**src/rtl/fv_ccp_rdrsp_pkg.sv**
```systemverilog
// fv_ccp_rdrsp_pkg
// Shared definitions for the read-response tracker: indices of the sticky
// error bits within each port's error field, the expected-command record
// held in the per-port queues, and a helper that builds that record.
package fv_ccp_rdrsp_pkg;

  // Width of the per-port error field and the meaning of each bit
  localparam int ERR_W             = 6;
  localparam int ERR_UNEXPECTED    = 0;
  localparam int ERR_VALID_DROP    = 1;
  localparam int ERR_PAYLOAD_CHG   = 2;
  localparam int ERR_LAST_MISMATCH = 3;
  localparam int ERR_BYTEEN        = 4;
  localparam int ERR_OVERFLOW      = 5;

  // Packages cannot be parameterised, so the command record stores the
  // burst length at a fixed maximum width and the tracker zero-extends its
  // BURST_LEN_W-bit fields into it. BURST_LEN_W must not exceed this.
  localparam int MAX_BURST_LEN_W = 8;

  typedef struct packed {
    logic [MAX_BURST_LEN_W-1:0] burst_len;   // beats-1
    logic                       full_byteen; // every beat must have all byte enables set
  } cmd_t;

  function automatic cmd_t make_cmd(input logic [MAX_BURST_LEN_W-1:0] burst_len,
                                    input logic                       full_byteen);
    cmd_t c;
    c.burst_len   = burst_len;
    c.full_byteen = full_byteen;
    return c;
  endfunction

endpackage

```
**src/rtl/fv_ccp_cmd_fifo.sv**
```systemverilog
// fv_ccp_cmd_fifo
// Expected-command queue for one response port. Supports a push and a pop
// in the same cycle, including a push into a full queue when a pop frees
// the slot that cycle. A push into a full queue without a pop is dropped;
// a pop from an empty queue is ignored.
//
// Ports
//   clk, reset_n : clock and asynchronous active-low reset
//   push         : write push_data at the tail
//   push_data    : command to enqueue
//   pop          : discard the head entry
//   head_data    : current head entry (undefined content when empty)
//   full, empty  : queue status
//   count        : number of stored entries
module fv_ccp_cmd_fifo
  import fv_ccp_rdrsp_pkg::*;
#(
  parameter int DEPTH = 24,
  parameter int CNT_W = $clog2(DEPTH + 1)
) (
  input  logic             clk,
  input  logic             reset_n,
  input  logic             push,
  input  cmd_t             push_data,
  input  logic             pop,
  output cmd_t             head_data,
  output logic             full,
  output logic             empty,
  output logic [CNT_W-1:0] count
);

  localparam int PTR_W = (DEPTH > 1) ? $clog2(DEPTH) : 1;

  cmd_t             mem [DEPTH];
  logic [PTR_W-1:0] wr_ptr;
  logic [PTR_W-1:0] rd_ptr;
  logic [CNT_W-1:0] cnt_q;
  logic             do_push;
  logic             do_pop;

  assign empty     = (cnt_q == '0);
  assign full      = (cnt_q == CNT_W'(DEPTH));
  assign count     = cnt_q;
  assign head_data = mem[rd_ptr];

  // A pop in the same cycle frees a slot, so a push into a full queue is
  // still accepted when it coincides with a pop.
  assign do_pop  = pop & ~empty;
  assign do_push = push & (~full | do_pop);

  // DEPTH need not be a power of two, so pointers wrap explicitly.
  function automatic logic [PTR_W-1:0] next_ptr(input logic [PTR_W-1:0] p);
    return (p == PTR_W'(DEPTH - 1)) ? '0 : p + 1'b1;
  endfunction

  always_ff @(posedge clk or negedge reset_n) begin
    if (!reset_n) begin
      wr_ptr <= '0;
      rd_ptr <= '0;
      cnt_q  <= '0;
      for (int i = 0; i < DEPTH; i++) begin
        mem[i] <= '0;
      end
    end else begin
      if (do_push) begin
        mem[wr_ptr] <= push_data;
        wr_ptr      <= next_ptr(wr_ptr);
      end
      if (do_pop) begin
        rd_ptr <= next_ptr(rd_ptr);
      end
      case ({do_push, do_pop})
        2'b10:   cnt_q <= cnt_q + 1'b1;
        2'b01:   cnt_q <= cnt_q - 1'b1;
        default: cnt_q <= cnt_q;
      endcase
    end
  end

endmodule

```
**src/rtl/fv_ccp_rdrsp_tracker.sv**
```systemverilog
// fv_ccp_rdrsp_tracker
// Protocol checker for N_PORTS independent read-response channels. Each
// port queues expected responses (burst length, full-byte-enable flag) and
// checks the response stream against them, raising sticky error bits:
//   bit 0 unexpected response, bit 1 valid dropped during a stall,
//   bit 2 payload changed during a stall, bit 3 rsp_last mismatch,
//   bit 4 byte enables not all ones, bit 5 command queue overflow.
//
// Optional feature (macro FV_CCP_RDRSP_CANCEL_EN): an accepted final beat
// carrying rsp_cancel rewinds the beat counter without retiring the
// command, so the whole burst is expected again. Without the macro,
// rsp_cancel only participates in the stall hold check.
//
// Ports
//   clk, reset_n    : clock and asynchronous active-low reset
//   cmd_valid       : per port, push one expected response
//   cmd_burst_len   : per port, expected beats-1
//   cmd_full_byteen : per port, response beats must have all byte enables
//   rsp_valid/ready : per port response handshake
//   rsp_last        : per port final-beat marker
//   rsp_cancel      : per port cancel qualifier
//   rsp_byteen      : per port byte enables
//   rsp_data        : per port response data
//   err             : per port sticky error field (6 bits each)
//   err_any         : OR of all err bits
//   outstanding     : per port queued command count
module fv_ccp_rdrsp_tracker
  import fv_ccp_rdrsp_pkg::*;
#(
  parameter int N_PORTS     = 2,
  parameter int DATA_W      = 128,
  parameter int BYTE_EN_W   = DATA_W / 8,
  parameter int BURST_LEN_W = 2,
  parameter int CMD_DEPTH   = 24
) (
  input  logic                                   clk,
  input  logic                                   reset_n,
  input  logic [N_PORTS-1:0]                     cmd_valid,
  input  logic [N_PORTS*BURST_LEN_W-1:0]         cmd_burst_len,
  input  logic [N_PORTS-1:0]                     cmd_full_byteen,
  input  logic [N_PORTS-1:0]                     rsp_valid,
  input  logic [N_PORTS-1:0]                     rsp_ready,
  input  logic [N_PORTS-1:0]                     rsp_last,
  input  logic [N_PORTS-1:0]                     rsp_cancel,
  input  logic [N_PORTS*BYTE_EN_W-1:0]           rsp_byteen,
  input  logic [N_PORTS*DATA_W-1:0]              rsp_data,
  output logic [N_PORTS*ERR_W-1:0]               err,
  output logic                                   err_any,
  output logic [N_PORTS*$clog2(CMD_DEPTH+1)-1:0] outstanding
);

  localparam int CNT_W = $clog2(CMD_DEPTH + 1);

`ifdef FV_CCP_RDRSP_CANCEL_EN
  localparam logic CANCEL_EN = 1'b1;
`else
  localparam logic CANCEL_EN = 1'b0;
`endif

  // Next value of every port's sticky error field; err_any is registered
  // from this so it lines up with err in the same cycle.
  logic [N_PORTS*ERR_W-1:0] err_next;

  for (genvar p = 0; p < N_PORTS; p++) begin : g_port

    cmd_t                 push_cmd;
    cmd_t                 fifo_head;
    cmd_t                 head_cmd;
    logic                 fifo_full;
    logic                 fifo_empty;
    logic [CNT_W-1:0]     fifo_count;
    logic                 fifo_push;
    logic                 fifo_pop;

    logic                 head_valid;
    logic                 accepted;
    logic                 at_last;
    logic                 final_beat;
    logic                 cancel_hit;
    logic                 pop_head;
    logic [BURST_LEN_W-1:0]     beat_cnt;
    logic [MAX_BURST_LEN_W-1:0] beat_cnt_ext;

    logic                 stall_q;
    logic                 last_q;
    logic                 cancel_q;
    logic [BYTE_EN_W-1:0] byteen_q;
    logic [DATA_W-1:0]    data_q;

    logic [BYTE_EN_W-1:0] byteen_in;
    logic [DATA_W-1:0]    data_in;
    logic [ERR_W-1:0]     err_now;
    logic [ERR_W-1:0]     err_q;

    assign byteen_in = rsp_byteen[p*BYTE_EN_W +: BYTE_EN_W];
    assign data_in   = rsp_data[p*DATA_W +: DATA_W];
    assign push_cmd  = make_cmd(MAX_BURST_LEN_W'(cmd_burst_len[p*BURST_LEN_W +: BURST_LEN_W]),
                                cmd_full_byteen[p]);

    // With an empty queue the command pushed this cycle is the head, so a
    // response may complete in the same cycle its command arrives.
    assign head_valid   = ~fifo_empty | cmd_valid[p];
    assign head_cmd     = fifo_empty ? push_cmd : fifo_head;
    assign accepted     = rsp_valid[p] & rsp_ready[p];
    assign beat_cnt_ext = MAX_BURST_LEN_W'(beat_cnt);
    assign at_last      = (beat_cnt_ext == head_cmd.burst_len);
    assign final_beat   = accepted & head_valid & at_last;
    assign cancel_hit   = CANCEL_EN & final_beat & rsp_cancel[p];
    assign pop_head     = final_beat & ~cancel_hit;

    // A bypassed command that completes immediately never enters the
    // queue; otherwise the queue sees the raw push and the head pop.
    assign fifo_push = cmd_valid[p] & ~(fifo_empty & pop_head);
    assign fifo_pop  = pop_head & ~fifo_empty;

    fv_ccp_cmd_fifo #(
      .DEPTH (CMD_DEPTH),
      .CNT_W (CNT_W)
    ) u_cmd_fifo (
      .clk       (clk),
      .reset_n   (reset_n),
      .push      (fifo_push),
      .push_data (push_cmd),
      .pop       (fifo_pop),
      .head_data (fifo_head),
      .full      (fifo_full),
      .empty     (fifo_empty),
      .count     (fifo_count)
    );

    assign outstanding[p*CNT_W +: CNT_W] = fifo_count;

    always_comb begin
      err_now = '0;
      err_now[ERR_UNEXPECTED]    = rsp_valid[p] & ~head_valid;
      err_now[ERR_VALID_DROP]    = stall_q & ~rsp_valid[p];
      err_now[ERR_PAYLOAD_CHG]   = stall_q & ((rsp_last[p]   != last_q)   |
                                              (rsp_cancel[p] != cancel_q) |
                                              (byteen_in     != byteen_q) |
                                              (data_in       != data_q));
      err_now[ERR_LAST_MISMATCH] = accepted & head_valid & (rsp_last[p] != at_last);
      err_now[ERR_BYTEEN]        = rsp_valid[p] & head_valid & head_cmd.full_byteen &
                                   (byteen_in != {BYTE_EN_W{1'b1}});
      err_now[ERR_OVERFLOW]      = cmd_valid[p] & fifo_full & ~fifo_pop;
    end

    assign err_next[p*ERR_W +: ERR_W] = err_q | err_now;
    assign err[p*ERR_W +: ERR_W]      = err_q;

    // Beat counter advances on accepted beats that belong to a command and
    // returns to zero after the final beat (retired or cancelled). The
    // stall history captures the payload every cycle; it only matters in
    // the cycle after a stall.
    always_ff @(posedge clk or negedge reset_n) begin
      if (!reset_n) begin
        beat_cnt <= '0;
        stall_q  <= 1'b0;
        last_q   <= 1'b0;
        cancel_q <= 1'b0;
        byteen_q <= '0;
        data_q   <= '0;
        err_q    <= '0;
      end else begin
        if (accepted & head_valid) begin
          beat_cnt <= at_last ? '0 : beat_cnt + 1'b1;
        end
        stall_q  <= rsp_valid[p] & ~rsp_ready[p];
        last_q   <= rsp_last[p];
        cancel_q <= rsp_cancel[p];
        byteen_q <= byteen_in;
        data_q   <= data_in;
        err_q    <= err_q | err_now;
      end
    end

  end : g_port

  always_ff @(posedge clk or negedge reset_n) begin
    if (!reset_n) begin
      err_any <= 1'b0;
    end else begin
      err_any <= |err_next;
    end
  end

endmodule

```
**config.mk**
```make
export PLATFORM = sky130hd
export DESIGN_NAME = fv_ccp_rdrsp_tracker
export DESIGN_NICKNAME = d
export VERILOG_FILES = /design/src/rtl/fv_ccp_rdrsp_pkg.sv /design/src/rtl/fv_ccp_cmd_fifo.sv /design/src/rtl/fv_ccp_rdrsp_tracker.sv
export SDC_FILE = /design/constraint.sdc
export NUM_CORES = 1
export LEC_CHECK = 0
export CORE_MARGIN = 2
export CORE_UTILIZATION = 40
export DETAILED_ROUTE_END_ITERATION = 16
export MAX_ROUTING_LAYER = met4
export PLACE_DENSITY = 0.74
export SLEW_MARGIN = 15
export SYNTH_ARGS = -nofsm -noshare
export SYNTH_HDL_FRONTEND = slang
export SYNTH_SLANG_ARGS = --single-unit
```
**constraint.sdc**
```tcl
create_clock -name clk -period 7.65 [get_ports clk]
set_input_delay 1.9125 -clock clk [delete_from_list [all_inputs] [get_ports clk]]
set_output_delay 1.9125 -clock clk [all_outputs]
set_load 0.01 [all_outputs]
```
After elaboration in Yosys (flattened, before gate mapping)
Index checks and enable logic that the tools add are counted.
{ "word_totals": {"ff_bits": 773, "elab_cells": 252} }
{ "classes": {"muxes": 22, "bitwise_logic": 66, "n_eq_ne": 24, "n_lt_le_gt_ge": 6, "add_sub_neg": 10, "n_reduce_logical": 7} }
{ "op_table": {"columns": ["operator", "n"], "rows": [
  ["$bwmux 216", 2],
  ["$ne 128x128->1", 2],
  ["$bmux 9 s5", 2],
  ["$demux 9 s5", 2],
  ["$mux 9", 8],
  ["$and 1x1->1", 36],
  ["$ne 16x16->1", 2],
  ["$ne 16x16->1 const B", 2],
  ["$add 5x1->5 const B", 6],
  ["$eq 5x5->1 const B", 6],
  ["$ge 6x6->1 const B", 4],
  ["$not 5->6", 4],
  ["$mux 5", 4],
  ["$pmux 5 s2", 2],
  ["$eq 2x8->1", 2],
  ["$not 1->1", 14],
  ["$lt 6x1->1 const B", 2],
  ["$or 6x6->6", 2],
  ["$reduce_or 12->1", 1],
  ["$logic_not 5->1", 2],
  ["$or 1x1->1", 10],
  ["$sub 5x1->5 const B", 2],
  ["$ne 1x1->1", 6],
  ["$add 2x1->2 const B", 2],
  ["5 further kinds", 10]
]} }

Depth between registers and ports, before layout
Gate-level depths: netlist of the first run.
{ "logic_depth": {"ltp_word": 13, "depth_mapped": 21} }

Modules after synthesis
Synthesis of the first run repeated with hierarchy kept, for this count alone.
{ "unflattened": {"hier_cells": 2400, "area_unflattened_um2": 33450.8} }
{ "modules_own_cells": {"columns": ["mod", "cells_each", "seq_area_each_um2", "area_per_inst_um2", "n_inst"], "rows": [
  ["fv_ccp_rdrsp_tracker", 849, 7782.5, 11659.9, 1],
  ["fv_ccp_cmd_fifo at g_port[0].u_cmd_fifo", 774, 5780.5, 10964.3, 1],
  ["fv_ccp_cmd_fifo at g_port[1].u_cmd_fifo", 777, 5780.5, 10826.6, 1]
]} }

Worst setup path after synthesis of the first run
OpenSTA, ideal clock, no wires.
{ "synth_path": {"path_kind": "input port to flip-flop", "startpoint": "input port cmd_burst_len[1]", "endpoint": "register g_port[0].u_cmd_fifo.cnt_q[4]", "setup_time_ns": 0.130, "cell_stages": 17, "slack_ns": 2.936, "path_buffers": 1, "t_arrival_ns": 4.584, "path_cell_list": "xor2_1 nor3_1 inv_2 a211oi_2 a31oi_1 clkbuf_1 nor2b_1 inv_1 ha_1 inv_1 fa_1 inv_1 a21o_1 a21oi_1 xnor2_1 nor2_1 xor2_1"} }
{ "synth_between": {"elab_chain_cells": 9, "word_cells_on_any_way": 14} }
{ "synth_rtl": {"columns": ["element", "line_no", "text"], "rows": [
  ["from (decl)", "fv_ccp_rdrsp_tracker.sv:39", "input logic [N_PORTS*BURST_LEN_W-1:0] cmd_burst_len,"],
  ["$mux 9 *", "fv_ccp_rdrsp_tracker.sv:103", "assign head_cmd = fifo_empty ? push_cmd : fifo_head;"],
  ["$eq 2x8->1 *", "fv_ccp_rdrsp_tracker.sv:106", "assign at_last = (beat_cnt_ext == head_cmd.burst_len);"],
  ["$and 1x1->1 *", "fv_ccp_rdrsp_tracker.sv:107", "assign final_beat = accepted & head_valid & at_last;"],
  ["$and 1x1->1, on equally long branches", "fv_ccp_rdrsp_tracker.sv:114, fv_ccp_rdrsp_tracker.sv:113", null],
  ["$and 1x1->1 / $not 1->1 (equally long branches)", "fv_ccp_cmd_fifo.sv:48, fv_ccp_rdrsp_tracker.sv:113", null],
  ["$or 1x1->1 / $and 1x1->1 (equally long branches)", "fv_ccp_cmd_fifo.sv:49, fv_ccp_rdrsp_tracker.sv:113", null],
  ["$and 1x1->1", "fv_ccp_cmd_fifo.sv:49", "assign do_push = push & (~full | do_pop);"],
  ["$eq 2x1->1 / $eq 2x2->1 (equally long branches)", "fv_ccp_cmd_fifo.sv:72", "case ({do_push, do_pop})"],
  ["$pmux 5 s2 / $reduce_bool 2->1 (equally long branches)", null, null],
  ["to (signal assigned)", "fv_ccp_cmd_fifo.sv:73", "2'b10: cnt_q <= cnt_q + 1'b1;"],
  ["to (signal assigned)", "fv_ccp_cmd_fifo.sv:74", "2'b01: cnt_q <= cnt_q - 1'b1;"],
  ["to (signal assigned)", "fv_ccp_cmd_fifo.sv:75", "default: cnt_q <= cnt_q;"],
  ["to (decl)", "fv_ccp_cmd_fifo.sv:37", "logic [CNT_W-1:0] cnt_q;"]
]} }
Mark *: on every way between the ends. The rest lies on a longest branch, timed or not.
A chain may end at the register's enable or synchronous reset.

Worst setup path in the final report of the first run
{ "layout_path": {"startpoint": "input port cmd_burst_len[0]", "endpoint": "register g_port[0].u_cmd_fifo.cnt_q[4]"} }
Same word-level chain as after synthesis.

==> impl_results.rst, run 1 <==
.. list-table::
   :header-rows: 1

   * - Metric
     - Value
   * - Overall power of the completed layout
     - 8.02 mW
   * - Highest net fanout along the worst path
     - 30
   * - Buffers inserted by post-CTS timing repair
     - 0
   * - Placed Instances
     - 2516
   * - Maximum capacitance violations
     - 0
   * - CTS-repair resized insts
     - 0
   * - Outcome
     - finished, final reports clean
   * - Height of the die
     - 230 um
   * - Number of nets in the synthesized netlist
     - 1872
   * - Maximum buffer depth of the clock tree
     - 3
   * - Detailed placer's ending HPWL
     - 38100 um
   * - Highest Clock Rate
     - 0.179 GHz
   * - Kind of end point of the critical path
     - register
   * - Area growth syn-to-layout
     - 27.9%
   * - Static Leak
     - 10.9 nW
   * - TritonCTS clock tree
     - done
   * - Worst hold path endpoint
     - g_port[1].u_cmd_fifo.mem[81]
   * - Per-cell via count in the routed design
     - 5.11
   * - Number of global-route vias before repair
     - 14300
   * - Clock tree sinks
     - 485
   * - CTS buffer count
     - 51
   * - Final Routed Wirelength
     - 51600 um
   * - Total number of yosys warnings
     - 0
   * - Hold buffer count at CTS
     - 0
   * - Antenna violations before repair
     - 3
   * - Worst slew margin
     - 0.338
   * - Horizontal die dimension
     - 230 um
   * - Number of standard-cell rows in the floorplan
     - 83
   * - Starting density of the core
     - 0.402
   * - Latest clock arrival within the worst-skew pair
     - 0.58 ns
   * - Number of distinct library cell variants in the gate-level netlist after synthesis
     - 67
   * - Reg-to-reg setup timing slack
     - 2.82 ns
   * - RSZ-0062 raised after global routing
     - no
   * - Flip-flop and latch count after synthesis
     - 485
   * - Routability congestion estimate from global placement
     - 0.889
   * - Fin. max-slew vios
     - 0
   * - Hold path depth
     - 1
   * - Number of enable-type register cells in the synthesized netlist
     - 0
   * - Pin count of the biggest net entering global routing
     - 160
   * - Worst-margin pin slew
     - 0.990 ns
   * - Skew final
     - 0.0112 ns
   * - Worst hold-check slack
     - 0.480 ns
   * - Iteration-0 DRC Markers
     - 885
   * - Multi-input gate area
     - 8100 um2
   * - Worst hold-check path type
     - reg -> reg
   * - Final standard cell count with taps included and fillers excluded
     - 2610
   * - Total overflow reported by the global router
     - 0
   * - Portion of the clock cycle consumed by the worst path in the final layout
     - 0.732
   * - Final number of hold-violating endpoints
     - 0
   * - Top flip-flop cell by instance count after synthesis
     - sky130_fd_sc_hd__dfrtp_1
   * - Class of the most critical setup path
     - in -> reg
   * - Fill count
     - 4303
   * - Number of nets still failing antenna checks after routing
     - 0
   * - Clock Pin Slew Worst Setup and Hold Paths
     - 0.05 ns
   * - Worst vdd rail ir drop
     - 0.164 mV
   * - CP startpoint kind
     - input port
   * - Average cell area after synthesis
     - 13.3 um2
   * - Number of instances in the synthesized netlist
     - 1546
   * - Critical R2R Capture
     - g_port[1].u_cmd_fifo.count[4]
   * - Htree depth
     - 2
   * - Minimum clock period
     - 5.60 ns
   * - Crit path required time
     - 8.10 ns
   * - Average routed wire per standard cell
     - 19.8 um
   * - Global-route wire length before repair
     - 81600 um
   * - Beginning of the worst hold path
     - g_port[1].u_cmd_fifo.mem[81]
   * - CTS root buffer
     - sky130_fd_sc_hd__clkbuf_16
   * - Register area
     - 12100 um2
   * - Post-route cell area
     - 26200 um2
   * - Via total after detailed routing
     - 13300
   * - GRT Overall Usage
     - 0.202
   * - IO Pins
     - 329
   * - Uppermost metal layer occupied by signal nets
     - met4
   * - Launch instance of the worst register-to-register path
     - g_port[1].u_cmd_fifo.rd_ptr[1]
   * - Area of the die
     - 53100 um2
   * - First-pass iteration count of the detailed router
     - 6
   * - Power density over the cells
     - 306 nW/um2
   * - Final setup violation count
     - 0
   * - Sum of negative setup slack
     - 0 ns
   * - Met1 WL
     - 21800 um
   * - Proportion of synthesized chip area in sequential cells
     - 0.591
   * - Placement-stage cell area
     - 24600 um2
   * - Length of routed met3 wiring
     - 3200 um
   * - Share of flip-flops with an asynchronous set or reset
     - 1.00
   * - Port-buffer cells
     - 328
   * - Nets
     - 2215
   * - Netlist area before placement
     - 20500 um2
   * - Post-route DRC violation count
     - 0
   * - Fraction of final layout cells sized beyond drive strength 1
     - 0.113
   * - Worst path arrival time
     - 6.05 ns
   * - Worst R2R Path Depth
     - 15
   * - Core area
     - 51000 um2
   * - Met2 WL post-DR
     - 25400 um
final cells by class:
| type | count | area share |
|---|---|---|
| well taps | 680 | 0.0324 |
| repair buffers | 338 | 0.129 |
| clock inverters | 19 | 0.00625 |
| multi-input cells | 984 | 0.309 |
| diodes | 3 | 0.000286 |
| clock buffers | 72 | 0.0567 |
| flip-flops and latches | 485 | 0.462 |
| inverters | 29 | 0.00415 |
through the flow:
stage | setup slack, ns | utilization
2_1_floorplan | 2.94 | -
3_3_place_gp | 1.64 | 0.482
3_5_place_dp | 1.46 | 0.482
4_1_cts | 2.08 | 0.514
5_1_grt | 1.63 | 0.515
6_report | 2.05 | 0.515
cell usage after synthesis (all sizes together) (8+ instances only):
master / instances / area share
clkbuf: 38 / 0.0070
nand3: 56 / 0.014
dfrtp: 485 / 0.59
nor2b: 30 / 0.0091
a21o: 11 / 0.0040
nand2b: 13 / 0.0040
nor2: 72 / 0.013
nand2: 35 / 0.0064
nor3: 8 / 0.0020
nor4: 26 / 0.0079
ha: 18 / 0.011
xor2: 41 / 0.017
a22oi: 12 / 0.0044
mux4: 19 / 0.022
mux2i: 43 / 0.021
a21oi: 15 / 0.0037
inv: 29 / 0.0053
mux2: 157 / 0.086
o21ai: 19 / 0.0046
buf: 10 / 0.0028
nand4: 86 / 0.026
xnor2: 248 / 0.11
power by group:
group / switching [mW] / internal (mW) / total (mW)
clock: 1.01 / 1.42 / 2.43
sequential: 0.414 / 3.08 / 3.50
combinational: 0.982 / 1.11 / 2.09
total: 2.41 / 5.61 / 8.02
registers in the layout, summed over array words and instances (netlist names):
signal / flops
err_any: 1
g_port.cancel_q: 2
g_port.err_q: 12
g_port.u_cmd_fifo.wr_ptr: 10
g_port.u_cmd_fifo.mem: 144
g_port.byteen_q: 32
g_port.last_q: 2
g_port.u_cmd_fifo.rd_ptr: 10
g_port.data_q: 256
g_port.stall_q: 2
g_port.beat_cnt: 4
g_port.u_cmd_fifo.count: 10
cells by family after synthesis:
kind of cell / Yosys count / share of synthesized area
simple gates: 354 / 0.0923
mux: 219 / 0.129
buf+inv: 77 / 0.0151
fa+ha+maj: 20 / 0.0129
flops: 485 / 0.591
compound gates: 102 / 0.0359
xor+xnor: 289 / 0.123
layout by cell type (no fill, tap or decap), types with 12 or more instances in the layout:
cell,count
sky130_fd_sc_hd__inv_1,28
sky130_fd_sc_hd__o21ai_0,16
sky130_fd_sc_hd__mux4_2,13
sky130_fd_sc_hd__nand4_1,86
sky130_fd_sc_hd__nor4_1,26
sky130_fd_sc_hd__nand2b_1,13
sky130_fd_sc_hd__xor2_1,41
sky130_fd_sc_hd__a21oi_1,15
sky130_fd_sc_hd__a22oi_1,12
sky130_fd_sc_hd__mux2_2,104
sky130_fd_sc_hd__mux2i_1,43
sky130_fd_sc_hd__nand3_1,56
sky130_fd_sc_hd__nand2_1,35
sky130_fd_sc_hd__clkdlybuf4s50_1,327
sky130_fd_sc_hd__nor2b_1,30
sky130_fd_sc_hd__dfrtp_1,485
sky130_fd_sc_hd__nor2_1,72
sky130_fd_sc_hd__mux2_1,53
sky130_fd_sc_hd__clkbuf_16,53
sky130_fd_sc_hd__ha_1,18
sky130_fd_sc_hd__xnor2_1,248
worst max-delay path: stages:
cell	delay [ns]
sky130_fd_sc_hd__clkdlybuf4s50_1	0.88
sky130_fd_sc_hd__xor2_1	0.36
sky130_fd_sc_hd__nor3_1	0.27
sky130_fd_sc_hd__inv_2	0.07
sky130_fd_sc_hd__a211oi_2	0.47
sky130_fd_sc_hd__a31oi_2	0.16
sky130_fd_sc_hd__buf_4	0.26
sky130_fd_sc_hd__nor2b_1	0.26
sky130_fd_sc_hd__inv_1	0.08
sky130_fd_sc_hd__ha_1	0.24
sky130_fd_sc_hd__inv_1	0.12
sky130_fd_sc_hd__fa_1	0.22
sky130_fd_sc_hd__inv_1	0.05
sky130_fd_sc_hd__a21o_1	0.17
sky130_fd_sc_hd__a21oi_1	0.19
sky130_fd_sc_hd__xnor2_1	0.14
sky130_fd_sc_hd__nor2_1	0.06
sky130_fd_sc_hd__xor2_1	0.14
how the worst max path moves through the flow:
stage                     cells after the start        startpoint                            end  slack [ns]
after floorplan                              17  cmd_burst_len[1]  g_port[0].u_cmd_fifo.count[4]        2.94
final                                        18  cmd_burst_len[0]  g_port[0].u_cmd_fifo.count[4]        2.05
after detailed placement                     18  cmd_burst_len[0]  g_port[0].u_cmd_fifo.count[4]        1.46
after CTS                                    18  cmd_burst_len[0]  g_port[0].u_cmd_fifo.count[4]        2.08
after global placement                       18  cmd_burst_len[0]  g_port[0].u_cmd_fifo.count[4]        1.64
after global routing                         18  cmd_burst_len[0]  g_port[0].u_cmd_fifo.count[4]        1.63
routing by layer:
layer	up-vias	GRT usage
met3	74	0.0409
met1	6770	0.253
met2	347	0.334
met5	-	-
met4	0	0.0538
li1	6150	-
Note: power is estimated with default switching activity, not from simulation.
==> run 2: changes to the inputs <==
==> constraint.sdc (replaced) <==
create_clock -name clk -period 5.7 [get_ports clk]
set_input_delay 1.425 -clock clk [delete_from_list [all_inputs] [get_ports clk]]
set_output_delay 1.425 -clock clk [all_outputs]
set_load 0.01 [all_outputs]
==> run 2 against run 1 <==
  * Setup slack got worse by 1.1 ns
  * Sequential share of layout area fell by 0.45 points
  * Sequential power rose by 34%
  * Global-route usage rose by 0.55 points
  * Routed wire length rose by 3.0%
  * Non-clock buffer count rose by 12
  * Power rose by 39%
  * Via count rose by 0.37%
  * Clock power rose by 47%
  * Final area rose by 0.99%
  * Core utilization rose by 0.51 points
  * Critical path depth fell by 3
==> impl_results.rst, run 2 (synthesized netlist as in run 1, its figures left out) <==
.. list-table::
   :header-rows: 1

   * - Metric
     - Value
   * - Worst hold-check slack
     - 0.483 ns
   * - Total overflow reported by the global router
     - 0
   * - Per-cell via count in the routed design
     - 5.11
   * - Number of nets still failing antenna checks after routing
     - 0
   * - Latest clock arrival within the worst-skew pair
     - 0.59 ns
   * - Hold buffer count at CTS
     - 0
   * - Class of the most critical setup path
     - reg -> reg
   * - IO Pins
     - 329
   * - Sum of buffers and inverters on the critical path
     - 1
   * - TritonCTS clock tree
     - done
   * - Highest Clock Rate
     - 0.212 GHz
   * - Buffers inserted by post-CTS timing repair
     - 0
   * - Area growth syn-to-layout
     - 29.1%
   * - Pin count of the biggest net entering global routing
     - 118
   * - Worst path arrival time
     - 5.18 ns
   * - Fraction of final layout cells sized beyond drive strength 1
     - 0.120
   * - Final Routed Wirelength
     - 53200 um
   * - Fin. max-slew vios
     - 0
   * - Number of standard-cell rows in the floorplan
     - 83
   * - RSZ-0062 raised after global routing
     - no
   * - Multi-input gate area
     - 8100 um2
   * - CTS-repair resized insts
     - 0
   * - Largest registers
     - g_port.data_q: 256 flops, g_port.u_cmd_fifo.mem: 144 flops, g_port.byteen_q: 32 flops
   * - Clock Pin Slew Worst Setup and Hold Paths
     - 0.06 ns
   * - Horizontal die dimension
     - 230 um
   * - Register with the most flip-flops
     - g_port.data_q
   * - Nets
     - 2225
   * - Iteration-0 DRC Markers
     - 975
   * - Worst slew margin
     - 0.370
   * - Number of global-route vias before repair
     - 14500
   * - Antenna violations before repair
     - 3
   * - First-pass iteration count of the detailed router
     - 5
   * - Fill count
     - 4271
   * - Htree depth
     - 2
   * - Final number of hold-violating endpoints
     - 0
   * - Kind of end point of the critical path
     - register
   * - Maximum capacitance violations
     - 0
   * - GRT Overall Usage
     - 0.207
   * - CP startpoint kind
     - register
   * - Worst vdd rail ir drop
     - 0.209 mV
   * - Highest net fanout along the worst path
     - 14
   * - Outcome
     - finished, final reports clean
   * - Average routed wire per standard cell
     - 20.3 um
   * - Most used cells in the layout excluding fill and tap cells
     - 485 x sky130_fd_sc_hd__dfrtp_1, 327 x sky130_fd_sc_hd__clkdlybuf4s50_1, 248 x sky130_fd_sc_hd__xnor2_1, 104 x sky130_fd_sc_hd__mux2_2, 86 x sky130_fd_sc_hd__nand4_1
   * - CTS buffer count
     - 49
   * - Slowest stage cell, crit path
     - sky130_fd_sc_hd__a2111oi_1
   * - Detailed placer's ending HPWL
     - 39300 um
   * - Starting density of the core
     - 0.402
   * - CTS root buffer
     - sky130_fd_sc_hd__clkbuf_16
   * - Register area
     - 12100 um2
   * - Skew final
     - 0.0142 ns
   * - Final setup violation count
     - 0
   * - Most common library cell in the layout ignoring fill and taps
     - sky130_fd_sc_hd__dfrtp_1
   * - Worst hold-check path type
     - reg -> reg
   * - Portion of the clock cycle consumed by the worst path in the final layout
     - 0.829
   * - Sum of negative setup slack
     - 0 ns
   * - Routability congestion estimate from global placement
     - 0.917
   * - Clock tree sinks
     - 485
   * - Power density over the cells
     - 419 nW/um2
   * - Worst-margin pin slew
     - 0.943 ns
   * - Via total after detailed routing
     - 13400
   * - Layout Utilization
     - 0.520
   * - Post-route DRC violation count
     - 0
   * - Height of the die
     - 230 um
   * - Port-buffer cells
     - 328
   * - Flip-flop count of the largest register after layout
     - 256
   * - Global-route wire length before repair
     - 83700 um
   * - Series of cell instances along the critical path
     - buf_4 > mux2i_1 > a22oi_1 > nand3_1 > a21oi_1 > a2111oi_1 > a311oi_4 > nand2b_1 > ha_1 > fa_1 > a21o_1 > a21oi_1 > xor2_1 > nor2_1 > xor2_1
   * - Area of the die
     - 53100 um2
   * - Minimum clock period
     - 4.73 ns
   * - Core area
     - 51000 um2
   * - Largest stage delay on the critical path
     - 0.85 ns
   * - Static Leak
     - 11.0 nW
   * - Crit path required time
     - 6.15 ns
   * - Maximum buffer depth of the clock tree
     - 3
   * - Kind of cell with the highest combined delay on the critical path
     - compound AO/OA/AOI/OAI gates
-- run 2: cell count changes in the layout (fill, tap and decap cells not counted), sizes merged --
cell,before,now
bufinv,2,10
clkinv,14,10
inv,29,30
diode,3,4
buf,11,23
clkbuf,72,68
clkinvlp,3,2
-- run 2: power breakdown --
| part | internal [mW] | switching [mW] | total, mW |
|---|---|---|---|
| clock | 2.22 | 1.36 | 3.58 |
| sequential | 4.14 | 0.552 | 4.69 |
| combinational | 1.50 | 1.34 | 2.84 |
-- run 2: stage by stage --
step	total power [mW]	setup WS, ns	area [um2]	std cells
finish	11.1	0.974	26500	2623
floorplan	6.48	1.47	20500	1546
global placement	7.45	0.659	24700	2528
global route	11.7	0.756	26500	2622
detailed placement	7.58	0.635	24700	2528
CTS	11.2	1.02	26500	2619
-- run 2: final timing paths --
check,cells after the start,endpoint,slack [ns],from
min reg2reg,1,g_port[1].u_cmd_fifo.mem[135],0.48,g_port[1].u_cmd_fifo.mem[135]
max in group asynchronous,2,g_port[0].u_cmd_fifo.mem[37],3.54,reset_n
max reg2reg,15,g_port[1].u_cmd_fifo.count[4],0.97,g_port[1].u_cmd_fifo.rd_ptr[1]
min,1,g_port[1].u_cmd_fifo.mem[135],0.48,g_port[1].u_cmd_fifo.mem[135]
min in group asynchronous,1,g_port[0].data_q[126],0.93,reset_n
max,15,g_port[1].u_cmd_fifo.count[4],0.97,g_port[1].u_cmd_fifo.rd_ptr[1]
-- run 2: cell type report --
type / count / area share
Clock inverter: 23 / 0.0143
Timing Repair Buffer: 350 / 0.131
Tap cell: 680 / 0.0321
Sequential cell: 485 / 0.458
Clock buffer: 68 / 0.0543
Antenna cell: 4 / 0.000378
Multi-Input combinational cell: 984 / 0.306
Inverter: 29 / 0.00411
-- run 2: layer usage --
metal  routed length (um)  vias to the layer above  part of all wire  track usage
met5                    0                        -                 0            -
met4                 1320                        0             0.025       0.0565
met3                 3310                       87             0.062       0.0456
met2                25700                      352              0.48        0.338
met1                22800                     6796              0.43        0.262
li1                     -                     6156                 -            -
==> run 3: changes to the inputs <==
--- a/config.mk
+++ b/config.mk
@@ -9,7 +9,7 @@
 export CORE_UTILIZATION = 40
 export DETAILED_ROUTE_END_ITERATION = 16
 export MAX_ROUTING_LAYER = met4
-export PLACE_DENSITY = 0.74
+export PLACE_DENSITY = 0.76
 export SLEW_MARGIN = 15
 export SYNTH_ARGS = -nofsm -noshare
 export SYNTH_HDL_FRONTEND = slang
==> constraint.sdc (replaced) <==
create_clock -name clk -period 3.8 [get_ports clk]
set_input_delay 0.95 -clock clk [delete_from_list [all_inputs] [get_ports clk]]
set_output_delay 0.95 -clock clk [all_outputs]
set_load 0.01 [all_outputs]
==> run 3 against run 2 <==
  * Sequential cell count unchanged
  * Sequential power grew 48%
  * Via count is 1.8% higher
  * Critical path depth down 5
  * Die area did not move
  * Core utilization grew 1.4 points
  * First-iteration DRC count decreased by 31%
  * Sequential share of layout area down 1.2 points
  * Clock power increased by 38%
  * Critical endpoint is now err_any
  * Largest cell class unchanged
  * Largest power group unchanged
==> impl_results.rst, run 3 (synthesized netlist as in run 1, its figures left out) <==
.. list-table::
   :header-rows: 1

   * - Metric
     - Value
   * - Sum of negative setup slack
     - 0 ns
   * - IO Pins
     - 329
   * - Global-route wire length before repair
     - 82900 um
   * - Iteration-0 DRC Markers
     - 676
   * - Flip-flop count of the largest register after layout
     - 256
   * - Most common library cell in the layout ignoring fill and taps
     - sky130_fd_sc_hd__dfrtp_1
   * - Setup WS pre-CTS
     - -0.601 ns
   * - Pin count of the biggest net entering global routing
     - 78
   * - GRT Overall Usage
     - 0.205
   * - Combinational share of power
     - 0.285
   * - Antenna violations before repair
     - 4
   * - Nets
     - 2312
   * - Total overflow reported by the global router
     - 0
   * - CP startpoint kind
     - input port
   * - Launch instance of the worst register-to-register path
     - g_port[1].u_cmd_fifo.rd_ptr[0]
   * - Final number of hold-violating endpoints
     - 0
   * - First-pass iteration count of the detailed router
     - 5
   * - Critical R2R Capture
     - err_any
   * - Skew final
     - 0.0203 ns
   * - Number of nets still failing antenna checks after routing
     - 0
   * - Layout Utilization
     - 0.534
   * - Fill count
     - 4174
   * - Worst hold-check path type
     - in -> async
   * - Minimum clock period
     - 3.66 ns
   * - Routability congestion estimate from global placement
     - 0.883
   * - CTS root buffer
     - sky130_fd_sc_hd__clkbuf_16
   * - Static Leak
     - 11.4 nW
   * - Kind of end point of the critical path
     - register
   * - Power density over the cells
     - 612 nW/um2
   * - Height of the die
     - 230 um
   * - Fin. max-slew vios
     - 0
   * - P_int
     - 11.7 mW
   * - Maximum capacitance violations
     - 0
   * - Hold buffer count at CTS
     - 0
   * - Part of the total power dissipated in sequential elements
     - 0.418
   * - Outcome
     - finished, final reports clean
   * - Worst-margin pin slew
     - 0.726 ns
   * - Number of global-route vias before repair
     - 14800
   * - CTS buffer count
     - 50
   * - Final setup violation count
     - 0
   * - Maximum buffer depth of the clock tree
     - 3
   * - Clock Pin Slew Worst Setup and Hold Paths
     - 0.06 ns
   * - Via total after detailed routing
     - 13600
   * - Clock tree sinks
     - 485
   * - Class of the most critical setup path
     - in -> reg
   * - Per-cell via count in the routed design
     - 5.03
   * - Largest registers
     - g_port.data_q: 256 flops, g_port.u_cmd_fifo.mem: 144 flops, g_port.byteen_q: 32 flops
   * - Crit path required time
     - 4.27 ns
   * - Core area
     - 51000 um2
   * - Area growth syn-to-layout
     - 32.6%
   * - Worst R2R Path Depth
     - 9
   * - Horizontal die dimension
     - 230 um
   * - Post-route DRC violation count
     - 0
   * - Net Switching
     - 4.96 mW
   * - Average routed wire per standard cell
     - 19.6 um
   * - Starting density of the core
     - 0.402
   * - Worst path setup slack after routing
     - 0.136 ns
   * - Clock Power Share
     - 0.297
   * - Number of standard-cell rows in the floorplan
     - 83
   * - TritonCTS clock tree
     - done
   * - Highest net fanout along the worst path
     - 2
   * - Worst vdd rail ir drop
     - 0.371 mV
   * - Htree depth
     - 2
   * - Portion of the clock cycle consumed by the worst path in the final layout
     - 0.964
   * - Worst path arrival time
     - 4.13 ns
   * - Final Routed Wirelength
     - 53000 um
   * - Worst slew margin
     - 0.516
   * - Fraction of final layout cells sized beyond drive strength 1
     - 0.163
   * - Most used cells in the layout excluding fill and tap cells
     - 483 x sky130_fd_sc_hd__dfrtp_1, 327 x sky130_fd_sc_hd__clkdlybuf4s50_1, 247 x sky130_fd_sc_hd__xnor2_1, 104 x sky130_fd_sc_hd__mux2_2, 98 x sky130_fd_sc_hd__buf_4
   * - Switch share
     - 0.298
   * - Port-buffer cells
     - 328
   * - Area of the die
     - 53100 um2
   * - Latest clock arrival within the worst-skew pair
     - 0.59 ns
   * - Reg-to-reg setup timing slack
     - 0.16 ns
   * - Detailed placer's ending HPWL
     - 39700 um
   * - Register with the most flip-flops
     - g_port.data_q
   * - Highest Clock Rate
     - 0.273 GHz
run 3: cell types whose count changed in the layout (fill, tap and decap cells not counted), moves of 4 or more:
cell	before	now
sky130_fd_sc_hd__buf_4	20	98
sky130_fd_sc_hd__clkbuf_1	7	18
sky130_fd_sc_hd__buf_12	2	10
sky130_fd_sc_hd__bufinv_16	10	2
sky130_fd_sc_hd__nor4_1	26	22
sky130_fd_sc_hd__nor4_2	0	4
run 3: how the worst max path moves through the flow:
stage,end,cells after the start,start
2_1_floorplan,g_port[0].u_cmd_fifo.count[4],19,g_port[0].u_cmd_fifo.count[1]
3_3_place_gp,err_any,10,rsp_byteen[15]
3_5_place_dp,err_any,10,rsp_byteen[25]
4_1_cts,g_port[1].u_cmd_fifo.count[4],17,g_port[1].u_cmd_fifo.rd_ptr[1]
5_1_grt,err_any,9,rsp_data[44]
6_report,err_any,10,rsp_data[160]
run 3: area by class of cell:
cell class,instances,area (um2),area share
timing repair buffer,436,4220,0.155
clock buffer,84,1570,0.0578
antenna,3,7.51,0.000276
clock inverter,9,98.8,0.00363
tap,680,851,0.0313
multi-input combinational,984,8210,0.302
sequential,485,12100,0.446
inverter,29,109,0.00400
run 3: what timing repair did:
action                     4_1_cts  5_1_grt
pin swaps                        0        2
cloned                           0        0
setup endpoints to repair        1        5
gates resized for setup          2       19
setup buffers                    1        2
run 3: power groups by stage:
| stage | registers [mW] | clock network (mW) | logic [mW] |
|---|---|---|---|
| after floorplan | 6.77 | 0 | 2.98 |
| after global placement | 6.95 | 0 | 4.50 |
| after detailed placement | 7.03 | 0 | 4.64 |
| after CTS | 6.95 | 5.06 | 4.71 |
| after global routing | 7.09 | 5.26 | 5.16 |
| final | 6.95 | 4.95 | 4.75 |
run 3: layer usage:
layer | wire length (um) | GRT usage | vias up
met5 | 0 | - | -
met4 | 1640 | 0.0698 | 0
met3 | 3640 | 0.0498 | 105
met2 | 25900 | 0.337 | 369
met1 | 21800 | 0.248 | 6822
li1 | - | - | 6334
run 3: worst max-delay path, stage by stage:
cell and delay [ns]:
sky130_fd_sc_hd__clkdlybuf4s50_1 0.45, sky130_fd_sc_hd__xnor2_1 0.24, sky130_fd_sc_hd__nand4_1 0.14, sky130_fd_sc_hd__nor4_2 0.41, sky130_fd_sc_hd__buf_4 0.18, sky130_fd_sc_hd__nand4_1 0.12
sky130_fd_sc_hd__o32a_1 0.41, sky130_fd_sc_hd__or4_1 0.55, sky130_fd_sc_hd__a2111o_1 0.35, sky130_fd_sc_hd__a2111o_1 0.34
run 3: stage by stage:
stage / power, mW / cells / instance area, um2 / hold slack [ns]
2_1_floorplan: 9.74 / 1546 / 20500 / 0.449
3_3_place_gp: 11.4 / 2611 / 25400 / 0.462
3_5_place_dp: 11.7 / 2611 / 25400 / 0.467
4_1_cts: 16.7 / 2705 / 27100 / 0.361
5_1_grt: 17.5 / 2710 / 27200 / 0.361
6_report: 16.7 / 2710 / 27200 / 0.317
==> RTL edit 1: new RTL, settings of run 3 <==
The localparam `CANCEL_EN` goes from 1'b0 to 1'b1.
--- a/src/rtl/fv_ccp_rdrsp_tracker.sv
+++ b/src/rtl/fv_ccp_rdrsp_tracker.sv
@@ -55,5 +55,5 @@
   localparam logic CANCEL_EN = 1'b1;
 `else
-  localparam logic CANCEL_EN = 1'b0;
+  localparam logic CANCEL_EN = 1'b1;
 `endif
 
Behaviour: not the same (a bounded check fails within 4 cycles, from zero or initial values and one cycle with reset_n low).
==> RTL edit 1 against run 3 <==
Final cell count decreased by 0.48%; synthesized area increased by 1.4%; total power decreased by 2.0%; routed wire length increased by 0.69%; register-to-register slack got worse by 0.17 ns; design area increased by 0.77%; sequential cell count unchanged; the flow now finishes with violations (setup timing); clock skew increased by 0.0026 ns; setup slack got worse by 0.15 ns; non-clock buffer count increased by 11; critical path type is now register to register.
==> RTL edit 1: results (changes against run 3) <==
clock buffer count from CTS -> 51 (+2.0%)
PortBufs -> 328 (unchanged)
synth top area cells -> dfrtp_1, xnor2_1, mux2_2
Final nets -> 2299 (-0.56%)
Psw -> 4.80 mW (-3.3%)
final setup vio count -> 1 (+1)
CTS clk-pin slew, worst paths -> 0.06 ns (about the same)
largest net degree at the start of global routing -> 80 (+2.6%)
Worst VDD drop -> 0.354 mV (-4.6%)
total negative setup slack -> -0.0119 ns (-0.0119 ns)
DP Worst Slack -> -0.462 ns (+0.138 ns)
delay of the slowest critical-path stage -> 0.56 ns
DR vias/cell -> 5.12 (+1.9%)
vias in the first global route -> 14864 (+0.49%)
Mapped Cells -> 1522 (-1.6%)
placed inst area -> 0.0256 sq mm (+0.59%)
crit-path max FO -> 5 (+3)
number of H-tree levels -> 2 (unchanged)
worst hold path type -> input pin to async pin
Routability Congestion -> 0.874 (-1.0%)
Pre-antenna DRT Iters -> 5 (unchanged)
first-pass GRT wire length -> 83300 microns (+0.45%)
register area share after synthesis -> 0.584 (-0.00793)
result of the run -> finished, violations left
placed cells -> 2591 (-0.77%)
failing checks -> setup timing
most frequent cells after synthesis -> dfrtp_1, xnor2_1, mux2_2
Post-Synthesis Net Count -> 1845 (-1.4%)
family with the most delay on the worst path -> simple AND/OR/NAND/NOR gates
final instance count without filler cells -> 2697 (-0.48%)
initial antenna violation count -> 2 (-2)
layout cells sized above 1 -> 0.187 (+0.0240)
hold buffers post-CTS -> 0 (unchanged)
largest registers -> g_port.data_q (256), g_port.u_cmd_fifo.mem (144), g_port.byteen_q (32)
clock tree root buffer cell -> clkbuf_16
fillers -> 4178 (+0.096%)
Yosys cell types -> 73 (+9.0%)
Longest Clk Path Bufs -> 3 (unchanged)
Worst EP arrival -> 4.29 ns (+0.16 ns)
drt initial violations -> 776 (+15%)
P_leak -> 11.3 nW (-1.3%)
Clock Latency Late Sink -> 0.59 ns (about the same)
synth-to-layout area growth -> 31.9%
Ys Warns -> 0 (unchanged)
Worst Tran Pin Value -> 0.798 ns (+0.0723 ns)
dpl hpwl -> 39600 microns (about the same)
WHS -> 0.330 ns (+0.0127 ns)
Worst Skew -> 0.0229 ns (+0.00261 ns)
gr usage total -> 0.204 (-0.00139)
final wirelength -> 53400 microns (+0.69%)
post-route worst setup slack -> -0.0119 ns (-0.148 ns)
Max stage delay cell, worst path -> mux4_2
Async S/R FF share, synth -> 1.00 (unchanged)
[RTL edit 1: cell types whose count changed after synthesis, moves of 6 or more]
cell / run 3 / this run
xor2_1: 41 / 32
clkbuf_1: 38 / 28
nor2b_1: 30 / 22
nor2_1: 72 / 21
mux2i_1: 43 / 24
nand2_1: 35 / 59
inv_1: 28 / 41
nand3_1: 56 / 36
nor3_4: 0 / 24
nand4_1: 86 / 73
o21ai_0: 16 / 22
[RTL edit 1: path summary, 6_finish.rpt]
path	endpoint	startpoint	cells after the start
min in group clk	g_port[0].u_cmd_fifo.mem[9]	g_port[0].u_cmd_fifo.mem[9]	1
max in group asynchronous	g_port[0].data_q[54]	reset_n	3
worst min register to register	g_port[0].u_cmd_fifo.mem[9]	g_port[0].u_cmd_fifo.mem[9]	1
worst min-delay path	g_port[1].data_q[92]	reset_n	1
worst max-delay path	g_port[0].u_cmd_fifo.count[4]	g_port[0].u_cmd_fifo.rd_ptr[0]	16
worst max register to register	g_port[0].u_cmd_fifo.count[4]	g_port[0].u_cmd_fifo.rd_ptr[0]	16
[RTL edit 1: logic make-up after synthesis]
kind of cell | Yosys count | synth area share
buffers and inverters | 88 | 0.0197
multiplexers | 210 | 0.127
flip-flops | 485 | 0.584
adder cells (fa/ha/maj) | 17 | 0.0102
AND/OR/NAND/NOR | 323 | 0.0984
XOR/XNOR | 285 | 0.120
AO/OA/AOI/OAI | 114 | 0.0407
[RTL edit 1: timing repair]
action / 4_1_cts / 5_1_grt
gates resized for setup: 7 / 25
pin swaps: 6 / 10
endpoints found under the setup margin: 3 / 13
setup buffers: 8 / 4
[RTL edit 1: cell type report]
cell class                      instances  share of cell area
Sequential cell                       485               0.443
Multi-Input combinational cell        949               0.306
Timing Repair Buffer                  447               0.155
Clock buffer                           78              0.0550
Tap cell                              680              0.0310
Inverter                               42             0.00584
Clock inverter                         12             0.00429
Antenna cell                            4            0.000365
[RTL edit 1: per-layer routing]
layer	vias up	GRT usage	part of all wire
met5	-	-	0
met4	0	0.0465	0.018
met3	64	0.0382	0.055
met2	349	0.343	0.51
met1	7102	0.256	0.42
li1	6307	-	-
[RTL edit 1: worst register-to-register path, stage by stage, from the launching register on]
cell and delay, ns:
dfrtp_2 0.47, mux4_2 0.56, and3_4 0.17, a31o_4 0.22, or4_4 0.53, a21oi_4 0.19
a211oi_4 0.08, or2_1 0.23, ha_2 0.19, xor2_1 0.15, ha_2 0.19, o21ai_1 0.13
a21oi_1 0.09, a21oi_2 0.14, xor2_1 0.15, nor2_1 0.06, xor2_1 0.14
[RTL edit 1: power by group through the flow]
stage	Clock [mW]	Combinational (mW)	Sequential, mW
after floorplan	0	2.85	6.69
after global placement	0	4.15	6.90
after detailed placement	0	4.29	6.98
after CTS	4.99	4.45	6.89
after global routing	5.21	4.94	7.03
final	4.86	4.56	6.90
==> RTL edit 2: new RTL, settings of run 3 <==
Without the edit above. Register the output `err` once more, with the module's reset; this adds one clock of latency there. The other outputs are not delayed to match. Comments in the files are not updated.
--- a/src/rtl/fv_ccp_rdrsp_tracker.sv
+++ b/src/rtl/fv_ccp_rdrsp_tracker.sv
@@ -51,4 +51,6 @@
 
   localparam int CNT_W = $clog2(CMD_DEPTH + 1);
+
+  logic [N_PORTS*ERR_W-1:0] err_d;
 
 `ifdef FV_CCP_RDRSP_CANCEL_EN
@@ -146,5 +148,5 @@
 
     assign err_next[p*ERR_W +: ERR_W] = err_q | err_now;
-    assign err[p*ERR_W +: ERR_W]      = err_q;
+    assign err_d[p*ERR_W +: ERR_W]      = err_q;
 
     // Beat counter advances on accepted beats that belong to a command and
@@ -184,4 +186,12 @@
   end
 
+  always_ff @(posedge clk or negedge reset_n) begin
+    if (!reset_n) begin
+      err <= '0;
+    end else begin
+      err <= err_d;
+    end
+  end
+
 endmodule
 
Function: changed (Yosys sat finds a counterexample within 4 cycles, from zero or initial values and one cycle with reset_n low).
==> RTL edit 2 against run 3 <==
Critical path depth unchanged; synthesized area grew 0.66%; sequential cell count grew 12; combinational power is 1% lower; total power rose by 2.2%; critical path type unchanged; setup slack improved by 0.019 ns; synthesized cell count is essentially flat; clock power increased by 5.5%; routed wire length rose by 0.83%; design area rose by 1.2%.
==> RTL edit 2: results (changes against run 3) <==
vias in the first global route -> 14792 (unchanged)
worst hold path type -> register to register
WHS -> 0.365 ns (+0.0481 ns)
result of the run -> completed
delay of the slowest critical-path stage -> 0.53 ns (-0.02 ns)
initial antenna violation count -> 12 (+8)
largest net degree at the start of global routing -> 103 (+32%)
via count -> 13788 (+1.2%)
Compound-Gate Fraction of Synth Area -> 0.0349 (-0.000961)
gr usage total -> 0.206 (+0.000735)
Worst Tran Pin Value -> 0.870 ns (+0.145 ns)
first-pass GRT wire length -> 83500 microns (+0.69%)
layout cells sized above 1 -> 0.200 (+0.0368)
Worst Skew -> 0.0184 ns (-0.00195 ns)
Reg2Reg Depth -> 15 (+6)
Main synth FF type -> dfrtp_1
Post-Synth Adder-Cell Area -> 0.0128 (-0.0000846)
flop-to-flop setup slack -> 0.18 ns (+0.02 ns)
Routability Congestion -> 0.891 (+0.85%)
drt initial violations -> 904 (+34%)
synth top area cells -> dfrtp_1, mux2_2, xor2_1
Worst VDD drop -> 0.331 mV (-11%)
Worst EP arrival -> 4.10 ns (-0.03 ns)
dpl hpwl -> 39500 microns (-0.36%)
clock tree root buffer cell -> clkbuf_16
Max stage delay cell, worst path -> or4b_4
fillers -> 4199 (+0.60%)
Post-Synthesis Net Count -> 1873 (+0.053%)
DP Worst Slack -> -0.841 ns (-0.240 ns)
P_leak -> 11.9 nW (+3.9%)
Yosys cell types -> 57 (-15%)
xor/xnor share of the synthesized area -> 0.126 (+0.00216)
clock buffer count from CTS -> 51 (+2.0%)
mux cell area share after synthesis -> 0.121 (-0.00823)
drc violations -> 0 (unchanged)
Critical path origin -> rsp_data[92]
crit path time final -> 3.64 ns (-0.0192 ns)
Routed WL per cell -> 19.5 microns (-0.31%)
Worst R2R Start -> g_port[1].u_cmd_fifo.rd_ptr[1]
Async S/R FF share, synth -> 1.00 (unchanged)
Final nets -> 2333 (+0.91%)
placed inst area -> 0.0256 sq mm (+0.80%)
largest registers -> g_port.data_q (256), g_port.u_cmd_fifo.mem (144), g_port.byteen_q (32)
register area share after synthesis -> 0.602 (+0.0107)
most frequent cells after synthesis -> dfrtp_1, xor2_1, mux2_2
RR Endpoint -> g_port[1].u_cmd_fifo.count[4]
RTL edit 2: through the flow:
stage                     instances  TNS (ns)
after floorplan                1547         0
after detailed placement       2630     -1.28
after global routing           2740   -0.0172
after CTS                      2725         0
after global placement         2630     -1.07
final                          2741         0
RTL edit 2: how the worst min path moves through the flow:
| stage | from | to | cells after the start |
|---|---|---|---|
| after floorplan | g_port[1].err_q[3] | err[9] | 0 |
| after global placement | g_port[1].err_q[0] | err[6] | 0 |
| after detailed placement | g_port[1].err_q[3] | err[9] | 0 |
| after CTS | g_port[1].err_q[4] | err[10] | 0 |
| after global routing | g_port[1].err_q[4] | err[10] | 0 |
| final | g_port[1].err_q[4] | err[10] | 0 |
RTL edit 2: cell type report:
class	count	area, sq um	area share
flip-flops and latches	497	12400	0.452
multi-input cells	970	8010	0.291
repair buffers	453	4320	0.157
clock buffers	76	1530	0.0555
well taps	680	851	0.0309
clock inverters	19	240	0.00872
inverters	34	128	0.00463
diodes	12	30.0	0.00109
RTL edit 2: routing by layer:
layer / share of wire / vias up / routed length, microns / track usage
met5: 0 / - / 0 / -
met4: 0.031 / 0 / 1650 / 0.0718
met3: 0.074 / 97 / 3970 / 0.0583
met2: 0.47 / 424 / 25200 / 0.322
met1: 0.42 / 6889 / 22700 / 0.257
li1: - / 6378 / - / -
RTL edit 2: worst reg2reg max path, cell delays in order (launching register included):
cell and delay, ns:
dfrtp_2 0.45, buf_4 0.19, mux4_2 0.52, o21ai_0 0.19, o22a_2 0.24, a21oi_1 0.11, nor2_1 0.18, a31oi_2 0.12
nand2b_1 0.20, ha_2 0.22, fa_1 0.38, a21o_1 0.18, a21oi_1 0.16, xor2_1 0.15, nor2_1 0.06, xor2_1 0.13
RTL edit 2: timing repair:
item / 4_1_cts / 5_1_grt
pin swaps: 0 / 4
setup buffers: 0 / 4
endpoints found under the hold margin: 0 / 0
resized for setup: 4 / 18
setup endpoints to repair: 3 / 4
RTL edit 2: where the power goes:
part	internal (mW)	switching (mW)	leakage (nW)
registers	6.34	0.767	5.95
clock network	3.13	2.09	0.874
logic	2.50	2.19	5.07
RTL edit 2: logic make-up (layout without fill, tap and decap cells):
logic type                 after synthesis  after routing
AOI/OAI and AO/OA                      109            109
xor gates and xnor gates               296            296
adders and majority gates               20             20
buffers and inverters                   80            582
DFF                                    497            497
muxes                                  210            210
other                                    0             12
and+or+nand+nor                        335            335
